<file path="config.mk">
export PLATFORM = sky130hd
export DESIGN_NAME = conv_mac_stream
export DESIGN_NICKNAME = d
export VERILOG_FILES = /design/src/rtl/conv_mac_stream.sv
export SDC_FILE = /design/constraint.sdc
export NUM_CORES = 1
export LEC_CHECK = 0
export ABC_AREA = 1
export BUFFER_PORTS_ARGS = -buffer_cell sky130_fd_sc_hd__buf_2
export CORE_UTILIZATION = 35
export DETAILED_ROUTE_END_ITERATION = 12
export PLACE_DENSITY_LB_ADDON = 0.12
export REMOVE_ABC_BUFFERS = 1
export SETUP_SLACK_MARGIN = 0.4
export SLEW_MARGIN = 30
export SYNTH_ARGS = -nofsm -noshare
export SYNTH_HDL_FRONTEND = slang
export SYNTH_SLANG_ARGS = --single-unit
</file>
<file path="constraint.sdc">
create_clock -name clk -period 6.1 [get_ports clk]
set_input_delay 0.915 -clock clk [delete_from_list [all_inputs] [get_ports clk]]
set_output_delay 0.915 -clock clk [all_outputs]
set_load 0.02 [all_outputs]
</file>
<file path="src/rtl/conv_mac_stream.sv">
// Streaming signed multiply-accumulate stage: sums K*K consecutive (pixel, weight)
// products into one output pixel, delivered on an AXI-stream style transmit port.
module conv_mac_stream #(
  parameter int INW  = 8,
  parameter int OUTW = 24,
  parameter int K    = 4
) (
  input  logic              clk,
  input  logic              reset,
  input  logic [INW-1:0]    in_x,
  input  logic [INW-1:0]    in_w,
  input  logic              in_valid,
  output logic              in_ready,
  output logic [OUTW-1:0]   OUT_AXIS_TDATA,
  output logic              OUT_AXIS_TVALID,
  input  logic              OUT_AXIS_TREADY
);

  localparam int NPAIR = K * K;
  localparam int CW    = (NPAIR > 1) ? $clog2(NPAIR) : 1;
  localparam logic [CW-1:0] CNT_LAST = CW'(NPAIR - 1);

  logic                     en;
  logic                     p_valid;
  logic signed [2*INW-1:0]  x_ext;
  logic signed [2*INW-1:0]  w_ext;
  logic signed [2*INW-1:0]  p;
  logic signed [OUTW-1:0]   pe;
  logic signed [OUTW-1:0]   acc;
  logic signed [OUTW-1:0]   sum;
  logic [CW-1:0]            cnt;
  logic                     win_done;

  // One enable freezes the whole pipeline while a finished pixel waits downstream.
  assign en       = !(OUT_AXIS_TVALID && !OUT_AXIS_TREADY);
  assign in_ready = en;

  assign x_ext    = (2*INW)'($signed(in_x));
  assign w_ext    = (2*INW)'($signed(in_w));
  assign pe       = OUTW'(p);
  assign sum      = (cnt == '0) ? pe : acc + pe;
  assign win_done = p_valid && (cnt == CNT_LAST);

  always_ff @(posedge clk) begin
    if (reset) begin
      p_valid         <= 1'b0;
      p               <= '0;
      acc             <= '0;
      cnt             <= '0;
      OUT_AXIS_TVALID <= 1'b0;
      OUT_AXIS_TDATA  <= '0;
    end else if (en) begin
      p_valid <= in_valid;
      p       <= x_ext * w_ext;
      if (p_valid) begin
        acc <= sum;
        cnt <= (cnt == CNT_LAST) ? '0 : cnt + CW'(1);
      end
      // The finishing sum bypasses acc so K=1 and back-to-back windows need no bubble.
      OUT_AXIS_TVALID <= win_done;
      if (win_done) begin
        OUT_AXIS_TDATA <= sum;
      end
    end
  end

endmodule
</file>
# ---- Yosys cells after proc, flatten, opt, wreduce, memory -nomap -nowiden
# Cells that the tools add are included.
dict set report op_classes {
  mul 1
  muxes 2
  n_eq_ne 1
  addsub 2
  reduce_logical 7
  n_bitwise 1
}
# cell count
set op_table {}
lappend op_table {{24-bit by 16-bit adder with 24-bit output} 1}
lappend op_table {{24-bit two-way mux} 1}
lappend op_table {{8-bit by 8-bit multiplier with 16-bit output} 1}
lappend op_table {{4-bit by 1-bit adder with 4-bit output, second input constant} 1}
lappend op_table {{4-bit == test, second input constant} 1}
lappend op_table {{4-bit zero test} 1}
lappend op_table {{4-bit two-way mux} 1}
lappend op_table {{2-bit AND reduction} 2}
lappend op_table {{1-bit logical AND} 2}
lappend op_table {{1-bit zero test} 2}
lappend op_table {{1-bit NOT} 1}
dict set report word_totals {
  reg_bits 70
  elab_cells 20
}

# ---- Longest topological paths before layout
dict set report depth {
  depth_word 4
  ltp_mapped 21
}

# ---- Least setup slack after synthesis
# Ideal clock, no wire load.
dict set report synth_path {
  path_type {input to register}
  start {input port in_w[2]}
  end {register p[15]}
  n_path_buf 1
  t_arrival_ns 4.684
  path_stages 19
  setup_slack_ns 1.307
  cell_sequence {clkbuf_1 > nand2_1 > fa_1 > inv_1 > fa_1 > inv_1 > fa_1 > fa_1 > inv_1 > ha_1 > inv_1 > nor3_1 > nand3_1 > nand4_1 > nor2_1 > nor2_1 > nand2_1 > nand2_1 > inv_1}
}
dict set report synth_via {
  elab_chain_cells 1
}
# item line
set synth_rtl {}
lappend synth_rtl {{start, declared} 11} ;# input logic [INW-1:0] in_w,
lappend synth_rtl {{8-bit by 8-bit multiplier with 16-bit output} 54} ;# p <= x_ext * w_ext;
lappend synth_rtl {{end signal, assigned} 54}
lappend synth_rtl {{end, declared} 27} ;# logic signed [2*INW-1:0] p;
# No other way between the ends.
# A chain may end at the register's enable or synchronous reset.

# ---- Worst setup path after layout
dict set report layout_path {
  start {input port in_w[7]}
  end {register p[12]}
}
# The elaborated chain is that of the path after synthesis.

==> results.py <==
metrics = {
    "floorplanning": {
        "dieArea_um2": 21310,
        "die_h_um": 146.0,
        "initial_core_util_pct": 35.74,
        "ios": 46,
        "fp-row-count": 52,
        "core_um2": 20300,
        "fp.dieW_um": 146.0,
    },
    "cts": {
        "cts.repair.resized": 0,
        "clock_path_buffers": 2,
        "path_clk_slew_ns": 0.06,
        "hold_buffers": 0,
        "cts_sinks": 70,
        "insertion_delay_ns": 0.34,
        "cts_root_buffer": "clkbuf_16",
        "cts.htree.levels": 3,
        "cts_made_buffers": 9,
        "cts_setup_buffers": 0,
        "tritoncts": "yes",
    },
    "cells_and_area": {
        "antenna_cells": 0,
        "utilization_pct": 39.23,
        "final_layout_size_suffix_gt1_share_pct": 9.938,
        "syn2layout_area_growth_pct": 9.743,
        "fin_nets": 1263,
        "fillCellCount": 2252,
    },
    "pwr": {
        "internal-power_w": 0.001359,
        "p_sw_w": 0.001121,
        "seqPwrFrac_pct": 22.6,
        "peakVddDrop_uv": 220.2,
        "power_frac_comb_pct": 56.4,
        "p_total_w": 0.002480,
        "p_clk_share_pct": 21.0,
        "switching_share_pct": 45.19,
        "p_leak_nw": 4.616,
        "power_density_nw_per_um2": 311.4,
    },
    "synthesis": {
        "synthesis.area_um2": 7256,
        "syn_avg_cell_area_um2": 6.554,
        "yosysTopAreaCell": "dfxtp_1",
        "syn_inst": 1107,
        "synth_warnings": 0,
        "synthTopCellsByCount": "nand2_1, inv_1, dfxtp_1, nor2_1, fa_1",
        "yosys_register_bits": 70,
        "synth_most_common_cell": "nand2_1",
        "synth-edff-count": 0,
        "synth_cell_types": 39,
        "synth_ff_type": "dfxtp_1",
        "synth_area_leaders": "dfxtp_1, nand2_1, fa_1",
        "yosysTopAreaCellShare_pct": 19.31,
        "yosysSeqAreaShare_pct": 19.31,
        "synthArstFlopShare_pct": 0,
    },
    "sta": {
        "max_freq_ghz": 0.2131,
        "hold_slack_ns": 0.4472,
        "max-slew-margin-rel_pct": 41.98,
        "final.setup.worst_slack_ns": 1.407,
        "fin_crit_sh_pct": 76.94,
        "hold_viol": 0,
        "min_period_ns": 4.693,
        "worst_clock_skew_ns": 0.006957,
        "tightest_slew_ns": 0.8671,
        "fin_setup_tns_ns": 0,
        "setup_viol": 0,
        "slew_viol_final": 0,
        "rsz0062_at_grt": "no",
    },
    "detailed_routing": {
        "via_per_inst": 4.487,
        "drc": 0,
        "num_vias": 6313,
        "wirelength_um": 17360,
        "drt_pass1_iterations": 4,
        "drtAntennaViolNets": 0,
        "drt_iter0_markers": 344,
        "wl_per_cell_um": 12.34,
    },
    "flow_run": {
        "drv_cap": 0,
    },
    "worst_setup_path": {
        "critPathSlowestCell": "fa_1",
        "cp_cell_sequence": "buf_2 > inv_1 > or2_2 > fa_1 > fa_1 > inv_1 > fa_1 > inv_1 > fa_1 > inv_1 > ha_1 > a21oi_1 > nand2_1 > inv_1 > o21ai_1 > nand3_1 > nand3_1 > nand2_1 > nand2_1 > o21ai_1",
        "crit_top_cell": "inv_1",
        "path_class": "primary input to flip-flop",
        "critPathBufInv": 6,
        "critPathTopFamily": "adder cells",
        "crit_path_max_fanout": 8,
        "max_stage_delay_ns": 0.55,
        "start_kind": "primary input",
        "crit_required_ns": 6.38,
        "end_kind": "flip-flop",
        "crit_arrival_ns": 4.97,
    },
    "global_routing": {
        "grt_usage_pct": 17.78,
        "antenna_found_initial": 0,
        "grt_max_degree": 46,
        "grt_pass1_wl_um": 30370,
        "grt_pass1_vias": 6185,
        "overflow": 0,
    },
    "status": {
        "status": "finished, final reports clean",
    },
    "placed_design": {
        "dpl_worst_slack_ns": 1.039,
        "port_buffers": 45,
        "dp_hpwl_um": 14080,
        "gp_congestion": 0.8034,
    },
    "worst_hold_path": {
        "hp-class": "flip-flop to flip-flop",
    },
}
==> worst reg2reg max path, delay by kind of cell (launching register included) <==
kind	cells	cell delay [ns]
AOI/OAI and AO/OA	4	0.58
DFF	1	0.33
and+or+nand+nor	1	0.51
buffers and inverters	3	0.66
adders and majority gates	1	0.18
==> logic make-up (layout without fill, tap and decap cells) <==
group,count (synthesis),after routing,share of synthesized area (%)
simple gates,540,540,32.56
flops,70,70,19.31
fa+ha+maj,110,110,24.76
compound gates,85,85,6.277
buf+inv,289,319,15.52
xor+xnor,13,13,1.569
==> cell type report <==
cell class	instances	area [um2]	share of cell area [%]
Multi-Input combinational cell	748	4728	59.38
Sequential cell	70	1401	17.60
Inverter	257	964.7	12.12
Tap cell	270	337.8	4.243
Clock buffer	11	242.7	3.048
Timing Repair Buffer	47	240.2	3.017
Clock inverter	4	47.55	0.5971
==> through the flow <==
stage	std cells	instance area (um2)
floorplan	1075	7094
global placement	1392	7672
detailed placement	1392	7672
CTS	1407	7963
global route	1407	7963
finish	1407	7963
==> registers in the layout, summed over array words and instances, names as in the netlist <==
signal and flops:
cnt 4, OUT_AXIS_TVALID 1, OUT_AXIS_TDATA 24, acc 24, p_valid 1, p 16
==> final timing paths <==
path / slack [ns] / cells after the start / startpoint / to
worst min-delay path: 0.45 / 2 / OUT_AXIS_TDATA[13] / OUT_AXIS_TDATA[13]
worst min register to register: 0.45 / 2 / OUT_AXIS_TDATA[13] / OUT_AXIS_TDATA[13]
worst max-delay path: 1.41 / 20 / in_w[7] / p[12]
worst max register to register: 3.73 / 9 / cnt[0] / acc[6]
==> metal layers <==
layer,share of wire [%],track usage (%),vias to the layer above
li1,-,-,3357
met1,52,25.66,2870
met2,44,27.85,74
met3,2.9,2.351,12
met4,1.0,4.583,0
met5,0,0,-
==> power by group through the flow <==
stage / Combinational [W] / Clock [W] / Sequential [W]
6_report: 0.00140 / 0.000521 / 0.000559
5_1_grt: 0.00166 / 0.000554 / 0.000568
4_1_cts: 0.00141 / 0.000542 / 0.000561
3_5_place_dp: 0.00141 / 0 / 0.000569
3_3_place_gp: 0.00141 / 0 / 0.000571
2_1_floorplan: 0.00112 / 0 / 0.000551
==> placed cells by master, fill, tap and decap left out, types with 3 or more instances in the layout <==
master	n
a21oi_1	26
buf_2	45
clkbuf_16	9
clkinv_1	3
dfxtp_1	70
fa_1	56
ha_1	54
inv_1	248
inv_2	6
nand2_1	353
nand2_2	15
nand3_1	52
nand3_2	7
nand3b_1	5
nand4_1	10
nor2_1	68
nor2_2	8
nor2_4	5
o211ai_1	5
o21ai_0	27
o21ai_1	18
o22ai_1	3
or2_2	6
xnor2_1	8
xor2_1	5
Note: power is estimated with default switching activity, not from simulation.
